$ cat src/rtl/nn_fixed_pkg.sv
// Shared Q7.8 fixed-point definitions for the neuron datapath.
// Round-and-saturate lives here so every stage agrees on it.
package nn_fixed_pkg;

  localparam int DATA_W = 16;
  localparam int FRAC   = 8;
  localparam int RS_W   = 64;

  localparam logic [DATA_W-1:0] Q_ONE = 16'h0100;
  localparam logic [DATA_W-1:0] Q_MAX = 16'h7FFF;
  localparam logic [DATA_W-1:0] Q_MIN = 16'h8000;

  typedef enum logic [1:0] {
    ST_IDLE,
    ST_ACCUM,
    ST_ROUND,
    ST_DONE
  } mac_state_t;

  localparam logic signed [RS_W-1:0] HALF =
    RS_W'(1) << (FRAC - 1);
  localparam logic signed [RS_W-1:0] R_HI =
    (RS_W'(1) << (DATA_W - 1)) - RS_W'(1);
  localparam logic signed [RS_W-1:0] R_LO =
    -R_HI - RS_W'(1);

  // Input carries 2*FRAC fraction bits; result is Q7.8.
  function automatic logic [DATA_W-1:0] round_sat(
    input logic signed [RS_W-1:0] acc
  );
    logic signed [RS_W-1:0] r;
    r = (acc + HALF) >>> FRAC;
    if (r > R_HI)
      return Q_MAX;
    else if (r < R_LO)
      return Q_MIN;
    else
      return DATA_W'(r);
  endfunction

endpackage

$ cat src/rtl/q78_round_sat.sv
// Accumulator to Q7.8 conversion: round half up, then clamp.
// Output format is consumed directly by the sigmoid stage.
module q78_round_sat
  import nn_fixed_pkg::*;
#(
  parameter int ACC_W = 36
) (
  input  logic signed [ACC_W-1:0]  acc,
  output logic        [DATA_W-1:0] q
);

  logic signed [RS_W-1:0] acc_x;

  assign acc_x = {{(RS_W-ACC_W){acc[ACC_W-1]}}, acc};
  assign q     = round_sat(acc_x);

endmodule

$ cat src/rtl/neuron_mac.sv
// Neuron pre-activation: bias plus streamed x*w products,
// rounded and saturated to Q7.8 with a done pulse.
module neuron_mac
  import nn_fixed_pkg::*;
#(
  parameter int N_INPUTS = 4
) (
  input  logic              clk,
  input  logic              reset,
  input  logic              start,
  input  logic [DATA_W-1:0] bias_in,
  input  logic              x_valid,
  input  logic [DATA_W-1:0] x_in,
  input  logic [DATA_W-1:0] w_in,
  output logic              x_ready,
  output logic              busy,
  output logic [DATA_W-1:0] sum_out,
  output logic              done
);

  localparam int CNT_W =
    (N_INPUTS > 1) ? $clog2(N_INPUTS) : 1;
  localparam int ACC_W =
    2*DATA_W + $clog2(N_INPUTS+1) + 1;
  localparam int PW = 2*DATA_W;
  localparam logic [CNT_W-1:0] LAST =
    CNT_W'(N_INPUTS - 1);

  mac_state_t             state;
  logic signed [ACC_W-1:0] acc;
  logic [CNT_W-1:0]       count;
  logic signed [PW-1:0]   prod;
  logic [DATA_W-1:0]      rnd;
  logic                   xfer;

  assign prod = $signed(x_in) * $signed(w_in);
  assign xfer = x_valid & x_ready;

  q78_round_sat #(
    .ACC_W (ACC_W)
  ) u_rs (
    .acc (acc),
    .q   (rnd)
  );

  always_ff @(posedge clk or negedge reset) begin
    if (!reset) begin
      state   <= ST_IDLE;
      acc     <= '0;
      count   <= '0;
      x_ready <= 1'b0;
      busy    <= 1'b0;
      done    <= 1'b0;
      sum_out <= '0;
    end else begin
      case (state)
        ST_IDLE: begin
          if (start) begin
            // Bias is aligned to the product's Q14.16 scale.
            acc <= {{(ACC_W-DATA_W-FRAC){bias_in[DATA_W-1]}},
                    bias_in, {FRAC{1'b0}}};
            count   <= '0;
            busy    <= 1'b1;
            x_ready <= 1'b1;
            state   <= ST_ACCUM;
          end
        end
        ST_ACCUM: begin
          if (xfer) begin
            acc <= acc +
              {{(ACC_W-PW){prod[PW-1]}}, prod};
            count <= count + 1'b1;
            if (count == LAST) begin
              x_ready <= 1'b0;
              state   <= ST_ROUND;
            end
          end
        end
        ST_ROUND: begin
          sum_out <= rnd;
          done    <= 1'b1;
          state   <= ST_DONE;
        end
        ST_DONE: begin
          done  <= 1'b0;
          busy  <= 1'b0;
          state <= ST_IDLE;
        end
        default: state <= ST_IDLE;
      endcase
    end
  end

endmodule

$ cat config.mk
export PLATFORM = sky130hd
export DESIGN_NAME = neuron_mac
export DESIGN_NICKNAME = d
export VERILOG_FILES = /design/src/rtl/nn_fixed_pkg.sv /design/src/rtl/q78_round_sat.sv /design/src/rtl/neuron_mac.sv
export SDC_FILE = /design/constraint.sdc
export NUM_CORES = 1
export LEC_CHECK = 0
export CORE_MARGIN = 3
export CORE_UTILIZATION = 52
export DETAILED_ROUTE_END_ITERATION = 7
export GPL_ROUTABILITY_DRIVEN = 0
export PLACE_DENSITY = 0.7
export SLEW_MARGIN = 10
export SYNTH_ARGS = -nofsm -noshare
export SYNTH_HDL_FRONTEND = slang
export SYNTH_SLANG_ARGS = --single-unit
$ cat constraint.sdc
create_clock -name clk -period 5.3 [get_ports clk]
set_input_delay 1.325 -clock clk [delete_from_list [all_inputs] [get_ports clk]]
set_output_delay 1.325 -clock clk [all_outputs]
set_load 0.02 [all_outputs]
---- Word level (Yosys, flattened, before mapping) ----
Cells that the tools add are included.
storage, ports and cells
  register bits after elaboration ......... 59
  input port bits ......................... 52
  output and inout bits ................... 19
  word-level logic and storage cells ...... 47
cells by class
  add/subtract/negate cells ............... 3
  $mul .................................... 1
  order comparisons ....................... 2
  eq/ne operators ......................... 7
  mux-type cells .......................... 18
  bitwise gates (word level) .............. 1
  reductions and logical operators ........ 8
operators by type and width
  operator                 count
  $mux W36                 2
  $pmux W36 S2             1
  $add A36 B9 Y37 const B  1
  $add A36 B36 Y36         1
  $mul A16 B16 Y32         1
  $mux W16                 2
  $gt A29 B16 Y1 const B   1
  $lt A29 B16 Y1 const B   1
  $mux W2                  5
  $pmux W2 S4              1
  $eq A2 B2 Y1 const B     3
  $ne A2 B2 Y1 const B     3
  $pmux W1 S2              3
  $reduce_and A3 Y1        2
  $reduce_bool A2 Y1       3
  $pmux W2 S2              1
  $reduce_and A4 Y1        1
  $mux W1                  3
  $add A2 B1 Y2 const B    1
  $eq A2 B1 Y1 const B     1
  $logic_not A2 Y1         1
  $reduce_and A2 Y1        1
  $and A1 B1 Y1            1

---- Depth between registers and ports, before layout ----
Gate-level depths: netlist (run 1).
  word-level depth ........................ 4
  mapped depth ............................ 36
  gate-level depth less buffers ........... 35

---- By module ----
From an unflattened synthesis (run 1), not the netlist that was laid out.
second synthesis, totals
  cells, all modules ...................... 1701
  area total of the unflattened synthesis .. 14975.6 um^2
modules (own cells, without submodules)
  module         times used  cells each  area an instance (um^2)  sequential area each (um^2)
  neuron_mac     1           1580        14184.9                  1476.4
  q78_round_sat  1           121         790.8                    0.0

---- Worst setup path after synthesis (run 1) ----
Ideal clock, no wire load.
  path kind ............................... input to register
  from .................................... input port w_in[9]
  to ...................................... register acc[35]
  setup time .............................. 0.126 ns
  data arrival time ....................... 8.893 ns
  required time ........................... 5.174 ns
  path slack .............................. -3.719 ns
  stages .................................. 33
  path buffers ............................ 2
  path through ............................ clkbuf_1 -> nand2_1 -> fa_1 -> inv_1 -> fa_1 -> inv_1 -> fa_1 -> inv_1 -> fa_1 -> fa_1 -> inv_1 -> fa_1 -> inv_1 -> ha_1 -> and3_2 -> a221o_1 -> a2111oi_4 -> a211oi_2 -> o31a_2 -> nor2_1 -> xnor2_1 -> ha_1 -> clkbuf_1 -> nand3_1 -> nor3_1 -> nand2_1 -> a311o_1 -> nand4_1 -> nand3_1 -> nand4b_1 -> xor2_1 -> o21ai_1 -> a221o_1
on the way
  longest elaborated chain between the ends .. 4
RTL lines
  what                  line              text
  from (decl)           neuron_mac.sv:14  input logic [DATA_W-1:0] w_in,
  $mul A16 B16 Y32      neuron_mac.sv:36  assign prod = $signed(x_in) * $signed(w_in);
  $add A36 B36 Y36      neuron_mac.sv:70  acc <= acc +
  $mux W36              neuron_mac.sv:69  if (xfer) begin
  $pmux W36 S2          neuron_mac.sv:56  case (state)
  to (signal assigned)  neuron_mac.sv:60  acc <= {{(ACC_W-DATA_W-FRAC){bias_in[DATA_W-1]}},
  to (signal assigned)  neuron_mac.sv:70
  to (decl)             neuron_mac.sv:30  logic signed [ACC_W-1:0] acc;
No other way between the ends. The select of a mux whose other input is x is not followed.
A chain may end at the register's enable or synchronous reset.

---- Worst setup path after layout (run 1) ----
  from .................................... input port w_in[4]
  to ...................................... register acc[35]
Same word-level chain as after synthesis.

==> impl_metrics.yaml, run 1 <==
status:
  status: "finished, violations left"
  violations: "setup timing"
floorplanning:
  die_area_mm2: 0.03074
  core_mm2: 0.02801
  die_h_um: 175.3
  die_width_um: 175.3
  io_pins: 71
  initial_core_util: 0.5324
  rows: 61
synthesis:
  yosysSeqAreaShare: 0.09901
  syn_inst: 1704
  synth-async-reset-ratio: 1.000
  synthTopCellsByArea: "fa_1 35%, ha_1 10%, dfrtp_1 9.9%, inv_1 8.8%, and2_1 5.2%"
  yosysTopAreaCell: "fa_1"
  synth_edf_count: 0
  ys_ff_latch: 59
  ys.flop_type: "dfrtp_1"
  synth_area_mm2: 0.01491
  synth.distinct_cells: 79
  synth_nets: 2142
  avgSynthCellArea_um2: 8.751
  yosysTopAreaCellShare: 0.3531
  ys_warn_count: 0
min_path:
  min_path_type: "reg2reg"
setup_path:
  critPathArrivalTime_ns: 9.08
  path_delay_family: "adder cells"
  end_kind: "flop"
  cpMaxStageDelayCell: "fa_1"
  crit_type: "in2reg"
  crit_buf_inv: 11
  regToRegSetupSlack_ns: 2.03
  crit_path_max_incr_delay_ns: 0.55
  cp.required_ns: 5.52
  path_max_fanout: 5
  start_kind: "input pin"
finish:
  finalNonFillerCells: 2492
  fillCellCount: 1877
  layout_commonest_cell: "inv_1"
  final_area_mm2: 0.02088
  areaGrowthSynthToFinish_pct: 40.02
  layout.nets: 2547
  final_cell_mix: "307 x inv_1, 289 x buf_4, 237 x fa_1, 157 x nand2_1, 102 x and2_1"
  drive_gt1_frac: 0.3316
  antenna_cells: 0
sta:
  fmax_mhz: 112.9
  final-hold-violation-count: 0
  tightest_slew_ns: 0.8968
  fin_skew_ns: 0.009227
  drv_slew: 0
  setup_slack_ns: -3.559
  finalCritPeriodShare: 1.671
  max_slew_margin: 0.4021
  period_needed_ns: 8.859
  setup_viol: 30
  rsz0062_at_grt: "yes"
clock_tree:
  cts_made_buffers: 9
  postCtsHoldBufs: 0
  cts_tree: "built"
  htreeDepth: 3
  path_clk_slew_ns: 0.06
  cts_max_path_buffers: 2
  cts-root-buf: "clkbuf_16"
  cts.sinks: 59
  clkLatencyLatePin_ns: 0.33
grt:
  grt_first_pass_wirelength_um: 71840
  grt_start_max_net_pins: 60
  antenna_found_initial: 0
  grt.overflow.total: 0
  grtUsageTotal: 0.2856
  grt_pass1_vias: 14740
route:
  vias: 13720
  avgRoutedWirePerCell_um: 17.62
  wirelength_um: 43900
  dr.pass1.iters: 5
  drc: 0
  ant_nets: 0
  vias_per_cell: 5.504
  drt_iter0_drc: 1001
place:
  hpwl_um: 31330
  placed_area_mm2: 0.01839
  placedCellCount: 2355
  port_buffers: 70
run:
  drv_cap: 0
[cells in the mapped netlist, types with 3 or more instances]
master    instances
xor2_1           28
o22a_1           15
o21ai_0          62
and2_1          123
ha_1            123
mux2i_1          13
dfrtp_1          59
xnor2_1          54
nand3_1          31
o21bai_1          7
nor3_1           15
a211oi_1          4
and4_1            5
o31ai_1           6
o22ai_1           4
o21ai_1           3
o211ai_1          5
inv_1           350
a21boi_0          4
o31a_1            4
o21a_1           10
a31oi_1          12
a22o_1            3
fa_1            263
nand3b_1          3
clkbuf_1         49
o21ai_2           3
nor2b_1          16
a21oi_1          58
buf_2             3
and3_1           11
nand2b_1         10
nor2_1           73
a21o_1           23
nand4_1          12
nand2_1         182
[routing by layer]
metal  global-route usage  share of wire  up-vias
met5                    0              0        -
met4              0.07613          0.031        0
met3              0.04280          0.070      122
met2               0.4946           0.50      545
met1               0.3766           0.40     6883
li1                     -              -     6166
[stage by stage]
stage / hold slack (ns) / util / setup TNS (ns) / setup slack, ns
after global placement: 0.4716 / 0.6566 / -90.68 / -3.873
after floorplan: 0.4551 / - / -58.83 / -3.106
after global routing: 0.5152 / 0.7454 / -87.66 / -3.814
after CTS: 0.4890 / 0.7129 / -76.63 / -3.392
final: 0.4904 / 0.7454 / -80.46 / -3.559
after detailed placement: 0.4779 / 0.6566 / -92.46 / -4.022
[repair_timing]
item,CTS,global route
cloned,7,0
pin swaps,157,177
endpoints found under the setup margin,31,31
endpoints found under the hold margin,0,0
resized for setup,211,189
setup buffers,81,54
[cell families after synthesis]
group,after synthesis,share of synthesized area
xor gates and xnor gates,82,0.04816
buffers and inverters,406,0.1037
DFF,59,0.09901
muxes,14,0.009481
adders and majority gates,386,0.4563
and+or+nand+nor,503,0.1680
AOI/OAI and AO/OA,254,0.1154
[registers in the layout (all words and copies together) (netlist names)]
name,count
count,2
done,1
x_ready,1
sum_out,16
state,2
busy,1
acc,36
[final timing paths]
check | startpoint | end | cells past startpoint
min | acc[2]$_DFFE_PN0P_ | acc[2]$_DFFE_PN0P_ | 2
max in group asynchronous | reset | acc[0]$_DFFE_PN0P_ | 2
max | w_in[4] | acc[35]$_DFFE_PN0P_ | 39
min in group asynchronous | reset | state[0]$_DFFE_PN0P_ | 2
max reg2reg | acc[9]$_DFFE_PN0P_ | acc[35]$_DFFE_PN0P_ | 12
min reg2reg | acc[2]$_DFFE_PN0P_ | acc[2]$_DFFE_PN0P_ | 2
[cell type report]
cell class / count / area (um2) / share of cell area
clock buffers: 10 / 229.0 / 0.01097
well taps: 378 / 473.0 / 0.02265
multi-input cells: 1239 / 13310 / 0.6374
clock inverters: 6 / 88.84 / 0.004255
flip-flops and latches: 59 / 1476 / 0.07071
inverters: 350 / 1320 / 0.06322
repair buffers: 450 / 3983 / 0.1907
[tightest hold or removal path: stages (launching register included)]
cell and delay (ns):
dfrtp_1 0.34, nand2_1 0.05, o21ai_0 0.06
Power of run 1 is not shown: default switching activity piles up to over one toggle a cycle in this logic, so the estimate is an artifact.
==> run 2: changes to the inputs <==
--- a/config.mk
+++ b/config.mk
@@ -5,6 +5,7 @@
 export SDC_FILE = /design/constraint.sdc
 export NUM_CORES = 1
 export LEC_CHECK = 0
+export CAP_MARGIN = 20
 export CORE_MARGIN = 3
 export CORE_UTILIZATION = 52
 export DETAILED_ROUTE_END_ITERATION = 7
==> results of run 2 <==
The final DEF is identical to that of run 1; final timing and power are the same.
Power of run 2 is left out for the same reason.
